<file path="config.mk">
export PLATFORM = sky130hd
export DESIGN_NAME = ram_req_arbiter
export DESIGN_NICKNAME = d
export VERILOG_FILES = /design/src/rtl/ram_req_arbiter.sv
export SDC_FILE = /design/constraint.sdc
export NUM_CORES = 1
export LEC_CHECK = 0
export ABC_AREA = 1
export CORE_ASPECT_RATIO = 0.9
export CORE_UTILIZATION = 39
export CTS_CLUSTER_DIAMETER = 120
export DETAILED_ROUTE_END_ITERATION = 10
export GPL_ROUTABILITY_DRIVEN = 0
export PLACE_DENSITY_LB_ADDON = 0.15
export SLEW_MARGIN = 20
export SYNTH_ARGS = -nofsm -noshare
export SYNTH_HDL_FRONTEND = slang
export SYNTH_SLANG_ARGS = --single-unit
</file>
<file path="constraint.sdc">
create_clock -name CLK -period 1.6 [get_ports CLK]
set_input_delay 0.4 -clock CLK [delete_from_list [all_inputs] [get_ports CLK]]
set_output_delay 0.4 -clock CLK [all_outputs]
set_load 0.05 [all_outputs]
</file>
<file path="src/rtl/ram_req_arbiter.sv">
// Round-robin arbiter sharing one UMA/SDRAM RAM port between N requesters.
// Latches the winner's request fields, waits for RAM_ACK (with timeout) and pulses ACK.
module ram_req_arbiter #(
    parameter int unsigned N          = 2,
    parameter int unsigned ADDR_WIDTH = 23,
    parameter int unsigned DATA_WIDTH = 32,
    parameter int unsigned BE_WIDTH   = DATA_WIDTH / 8,
    parameter int unsigned PRIO0      = 0,
    parameter int unsigned TIMEOUT    = 255
) (
    input  logic                         CLK,
    input  logic                         RESET,
    input  logic [N-1:0]                 REQ,
    input  logic [N*ADDR_WIDTH-1:0]      ADDR,
    input  logic [N*DATA_WIDTH-1:0]      DIN,
    input  logic [N-1:0]                 WE,
    input  logic [N*BE_WIDTH-1:0]        BE,
    output logic [N-1:0]                 ACK,
    output logic [DATA_WIDTH-1:0]        DOUT,
    output logic                         ERR,
    output logic                         BUSY,
    output logic                         RAM_REQ,
    output logic [ADDR_WIDTH-1:0]        RAM_ADDR,
    output logic [DATA_WIDTH-1:0]        RAM_DIN,
    output logic                         RAM_WE,
    output logic [BE_WIDTH-1:0]          RAM_BE,
    input  logic                         RAM_ACK,
    input  logic [DATA_WIDTH-1:0]        RAM_DOUT
);

    localparam int unsigned GW = (N > 1) ? $clog2(N) : 1;
    localparam int unsigned TW = $clog2(TIMEOUT + 1);

    localparam logic [1:0] IDLE  = 2'd0;
    localparam logic [1:0] ISSUE = 2'd1;
    localparam logic [1:0] DONE  = 2'd2;

    logic [1:0]            state;
    logic [1:0]            state_next;
    logic [GW-1:0]         grant;
    logic [GW-1:0]         last_grant;
    logic [GW-1:0]         pick;
    logic                  found;
    logic [N-1:0]          elig;
    logic                  mask_last;
    logic [TW-1:0]         tcnt;
    logic                  do_grant;
    logic                  do_ok;
    logic                  do_timeout;
    logic [ADDR_WIDTH-1:0] sel_addr;
    logic [DATA_WIDTH-1:0] sel_din;
    logic                  sel_we;
    logic [BE_WIDTH-1:0]   sel_be;

    // Winner selection: optional absolute priority for 0, else search after last_grant.
    always_comb begin
        int idx;
        idx   = 0;
        elig  = REQ;
        if (mask_last) begin
            elig[last_grant] = 1'b0;
        end
        pick  = '0;
        found = 1'b0;
        if (PRIO0 != 0 && elig[0]) begin
            found = 1'b1;
        end
        for (int k = 1; k <= int'(N); k++) begin
            idx = (int'(last_grant) + k) % int'(N);
            if (!found && elig[GW'(idx)]) begin
                pick  = GW'(idx);
                found = 1'b1;
            end
        end
    end

    // Request field mux for the selected requester.
    always_comb begin
        sel_addr = '0;
        sel_din  = '0;
        sel_we   = 1'b0;
        sel_be   = '0;
        for (int i = 0; i < int'(N); i++) begin
            if (pick == GW'(i)) begin
                sel_addr = ADDR[i*ADDR_WIDTH +: ADDR_WIDTH];
                sel_din  = DIN[i*DATA_WIDTH +: DATA_WIDTH];
                sel_we   = WE[i];
                sel_be   = BE[i*BE_WIDTH +: BE_WIDTH];
            end
        end
    end

    // Next-state and transaction events.
    always_comb begin
        state_next = state;
        do_grant   = 1'b0;
        do_ok      = 1'b0;
        do_timeout = 1'b0;
        case (state)
            IDLE: begin
                if (found) begin
                    do_grant   = 1'b1;
                    state_next = ISSUE;
                end
            end
            ISSUE: begin
                if (RAM_ACK) begin
                    do_ok      = 1'b1;
                    state_next = DONE;
                end else if (tcnt == TW'(TIMEOUT - 1)) begin
                    do_timeout = 1'b1;
                    state_next = DONE;
                end
            end
            DONE:    state_next = IDLE;
            default: state_next = IDLE;
        endcase
    end

    always_ff @(posedge CLK) begin
        if (RESET) begin
            state <= IDLE;
        end else begin
            state <= state_next;
        end
    end

    // Registered outputs, latched RAM request fields and arbitration history.
    always_ff @(posedge CLK) begin
        if (RESET) begin
            ACK        <= '0;
            DOUT       <= '0;
            ERR        <= 1'b0;
            BUSY       <= 1'b0;
            RAM_REQ    <= 1'b0;
            RAM_ADDR   <= '0;
            RAM_DIN    <= '0;
            RAM_WE     <= 1'b0;
            RAM_BE     <= '0;
            grant      <= '0;
            last_grant <= GW'(N - 1);
            mask_last  <= 1'b0;
            tcnt       <= '0;
        end else begin
            ACK       <= '0;
            BUSY      <= (state_next != IDLE);
            // The idle cycle right after a completion ignores the requester just served.
            mask_last <= (state == DONE);
            if (do_grant) begin
                grant      <= pick;
                last_grant <= pick;
                tcnt       <= '0;
                RAM_REQ    <= 1'b1;
                RAM_ADDR   <= sel_addr;
                RAM_DIN    <= sel_din;
                RAM_WE     <= sel_we;
                RAM_BE     <= sel_be;
            end
            if (state == ISSUE && !do_ok && !do_timeout) begin
                tcnt <= tcnt + TW'(1);
            end
            if (do_ok) begin
                DOUT       <= RAM_DOUT;
                ERR        <= 1'b0;
                RAM_REQ    <= 1'b0;
                ACK[grant] <= 1'b1;
            end
            if (do_timeout) begin
                DOUT       <= '0;
                ERR        <= 1'b1;
                RAM_REQ    <= 1'b0;
                ACK[grant] <= 1'b1;
            end
        end
    end

endmodule
</file>
==> Implementation_results.wiki <==
{| class="wikitable"
! Metric !! Value
|-
| Die ar. || 12,400 um^2
|-
| Setup slack of the worst register-to-register path || 130 ps
|-
| Leakage dissipation || 3.29 nW
|-
| Setup slack of the critical path after layout || 132 ps
|-
| Number of H-tree levels || 3
|-
| DIE WIDTH || 117 um
|-
| Global-route wire length before repair || 25.4 mm
|-
| Library cells used by synthesis || 27
|-
| Path category of the worst min-delay check || reg2reg
|-
| Worst reg2reg path depth || 9
|-
| Initial antenna violation count || 1
|-
| Worst voltage drop across the vdd grid || 0.703 mV
|-
| Worst flop-to-flop path startpoint || tcnt[1]
|-
| Reg2Reg Capture Point || DOUT[13]
|-
| Final Skew || 6.79 ps
|-
| Floorplan die height || 106 um
|-
| Antenna diode instance count || 0
|-
| Synthesized instance count || 595
|-
| Buffers plus inverters on the worst setup path || 2
|-
| Effective utilization at floorplan || 40.4%
|-
| Asr flop ratio synth || 0%
|-
| Arr. time, crit path || 1710 ps
|-
| CTS sink count || 110
|-
| Clock network latency to the later pin of the worst-skew pair || 350 ps
|-
| Endpoint of the worst hold path || mask_last
|-
| Final HPWL from detailed placement || 11.9 mm
|-
| Layout filler cell count || 803
|-
| Critical-path top delay cell || sky130_fd_sc_hd__dfxtp_1
|-
| All-layer global routing usage || 26.4%
|-
| Smallest hold slack || 458 ps
|-
| Syn. warnings || 0
|-
| Critical path peak fanout || 11
|-
| Via/cell ratio || 5.20
|-
| Required time of the worst setup path || 1840 ps
|-
| Final worst-path cycle share || 91.7%
|-
| Min Tclk post-route || 1470 ps
|-
| Post-detailed-routing wire length || 15.9 mm
|-
| Count of TritonRoute iterations in the first routing pass || 6
|-
| Synthesized area per cell || 7.83 um^2
|-
| Largest net degree at the start of global routing || 40
|-
| Headroom to the max-slew limit || 80.4%
|-
| Clk Tree Root Cell || sky130_fd_sc_hd__clkbuf_16
|-
| Setup repair after global routing missed its margin || false
|-
| Most used flip-flop cell after synthesis || sky130_fd_sc_hd__dfxtp_1
|-
| Via Count || 5,186
|-
| Fraction of the core area covered by cells at the end of the flow || 75.5%
|-
| Maxcap violations || 0
|-
| Number of pins with negative max-slew slack in the final report || 0
|-
| Number of primary I/O pins || 254
|-
| Remaining number of nets flagged by the antenna check after routing || 0
|-
| Total power of the final layout || 7.77 mW
|-
| Sequential fraction of the synthesis area || 47.3%
|-
| Number of enable-type register cells in the synthesized netlist || 0
|-
| Final Hold Violating Endpoints || 0
|-
| Final-stage net count || 996
|-
| Core region area || 11,500 um^2
|-
| Design Area, Final || 8700 um^2
|-
| Cell type with the largest total area after synthesis || sky130_fd_sc_hd__dfxtp_1
|-
| Share of layout cells above drive strength 1 || 22.1%
|-
| Delay-heaviest family, CP || simple AND/OR/NAND/NOR gates
|-
| Actual slew at the worst max-slew pin || 294 ps
|-
| Register clock-pin slew on the reported worst setup and hold paths || 70 ps
|-
| Total standard cell area after synthesis || 4660 um^2
|-
| WL/cell || 16.0 um
|-
| Via count of the first global-routing pass || 5,352
|-
| Number of buffers added to fix hold violations after cts || 0
|-
| Number of placement rows || 37
|-
| Placement Cell Area || 8400 um^2
|-
| Pwr per Cell Area || 893 nW/um^2
|-
| Flops & latches, synth || 110
|-
| Number of buffers created by CTS || 9
|-
| Global route overflow || 0
|-
| Total nets after synthesis || 754
|-
| DRC Markers || 0
|-
| CTS tree || done
|-
| Startpoint types || register
|-
| Synth-to-layout area growth || 86.7%
|-
| DRT iter0 DRCs || 313
|-
| Most common cell after layout, fill and taps aside || sky130_fd_sc_hd__clkdlybuf4s50_1
|-
| Series of cell instances along the critical path || ha_1 -> inv_1 -> nor2_4 -> nand2_4 -> nor2_4 -> nand2_4 -> nand2_8 -> buf_12 -> a21oi_2
|-
| Capturing element type of the critical path || register
|-
| Share of the synthesized area in the top cell type || 47.3%
|-
| Ranking of synthesized cells by area || sky130_fd_sc_hd__dfxtp_1, sky130_fd_sc_hd__a21oi_1, sky130_fd_sc_hd__nand2_1
|-
| FMAX || 681 MHz
|-
| Number of buffers between clock root and the deepest sink || 2
|-
| Outcome || finished clean
|-
| Worst hold stages || 2
|-
| Worst path max stage delay || 410 ps
|-
| Placement Setup Slack || -179 ps
|-
| Launch point of the worst hold path || state[1]
|-
| Port buffer count || 252
|-
| Most frequent cells in the layout || sky130_fd_sc_hd__clkdlybuf4s50_1, sky130_fd_sc_hd__a21oi_1, sky130_fd_sc_hd__nand2_1
|-
| Final setup violation count || 0
|-
| Worst Path Class, Setup || reg2reg
|}
-- kinds of logic (layout without fill, tap and decap cells) --
| family | after synthesis | count (layout) | share of synthesized area (%) |
|---|---|---|---|
| AO/OA/AOI/OAI | 224 | 224 | 26.5 |
| buffers and inverters | 68 | 314 | 7.28 |
| XOR/XNOR | 1 | 1 | 0.188 |
| adder cells (fa/ha/maj) | 2 | 2 | 0.537 |
| AND/OR/NAND/NOR | 190 | 190 | 18.2 |
| flip-flops | 110 | 110 | 47.3 |
-- area by class of cell --
cell class | instances | area [um^2] | share of cell area (%)
Multi-Input combinational cell | 417 | 2120 | 24.4
Timing Repair Buffer | 277 | 3810 | 43.8
Clock inverter | 6 | 63.8 | 0.734
Tap cell | 156 | 195 | 2.24
Clock buffer | 9 | 225 | 2.59
Sequential cell | 110 | 2200 | 25.3
Inverter | 22 | 82.6 | 0.949
-- worst max path at each step --
stage	start	slack [ps]	to	depth (start not counted)
finish	tcnt[1]	130	DOUT[13]	9
global route	tcnt[0]	20	tcnt[3]	9
CTS	tcnt[1]	110	DOUT[20]	9
detailed placement	REQ[0]	-180	RAM_ADDR[6]	6
global placement	REQ[0]	-120	RAM_DIN[6]	6
floorplan	tcnt[0]	280	DOUT[10]	10
-- cells in the mapped netlist, drive strengths merged (2+ instances only) --
cell and instances:
a21oi 160, buf 30, clkbuf 16, dfxtp 110
ha 2, inv 21, nand2 128, nand3 44
nand4 3, nor2 14, o21ai 63
-- layer usage --
metal  global-route usage [%]  share of wire [%]  vias to the layer above
met3                     9.78                 10                       48
met2                     44.8                 49                      262
met1                     28.0                 36                     2380
met4                     14.1                4.3                        2
li1                         -                  -                     2494
met5                        0              0.082                        -
-- repair_timing --
action                     in CTS  in global routing
gates resized for setup         0                  1
setup endpoints to repair       0                  1
buffers inserted                0                  0
-- state kept, by name, indices dropped and copies added, names as in the netlist, 2 cells and up --
| name | count |
|---|---|
| RAM_ADDR | 23 |
| state | 2 |
| RAM_BE | 4 |
| ACK | 2 |
| DOUT | 32 |
| RAM_DIN | 32 |
| tcnt | 8 |
-- tightest hold or removal path, stage by stage, from the launching register on --
cell                      delay [ps]
sky130_fd_sc_hd__dfxtp_1         310
sky130_fd_sc_hd__inv_1            70
sky130_fd_sc_hd__nor3_1           40
-- power by group --
part	internal [mW]	total [mW]	switching, mW
Clock	1.20	2.23	1.03
Combinational	1.22	2.42	1.20
Sequential	2.93	3.12	0.190
-- stage by stage --
step	std cells	setup TNS (ps)
final	997	0
after detailed placement	982	-11200
after global placement	982	-8250
after global routing	997	0
after floorplan	595	0
after CTS	997	0
Note: power is estimated with default switching activity, not from simulation.
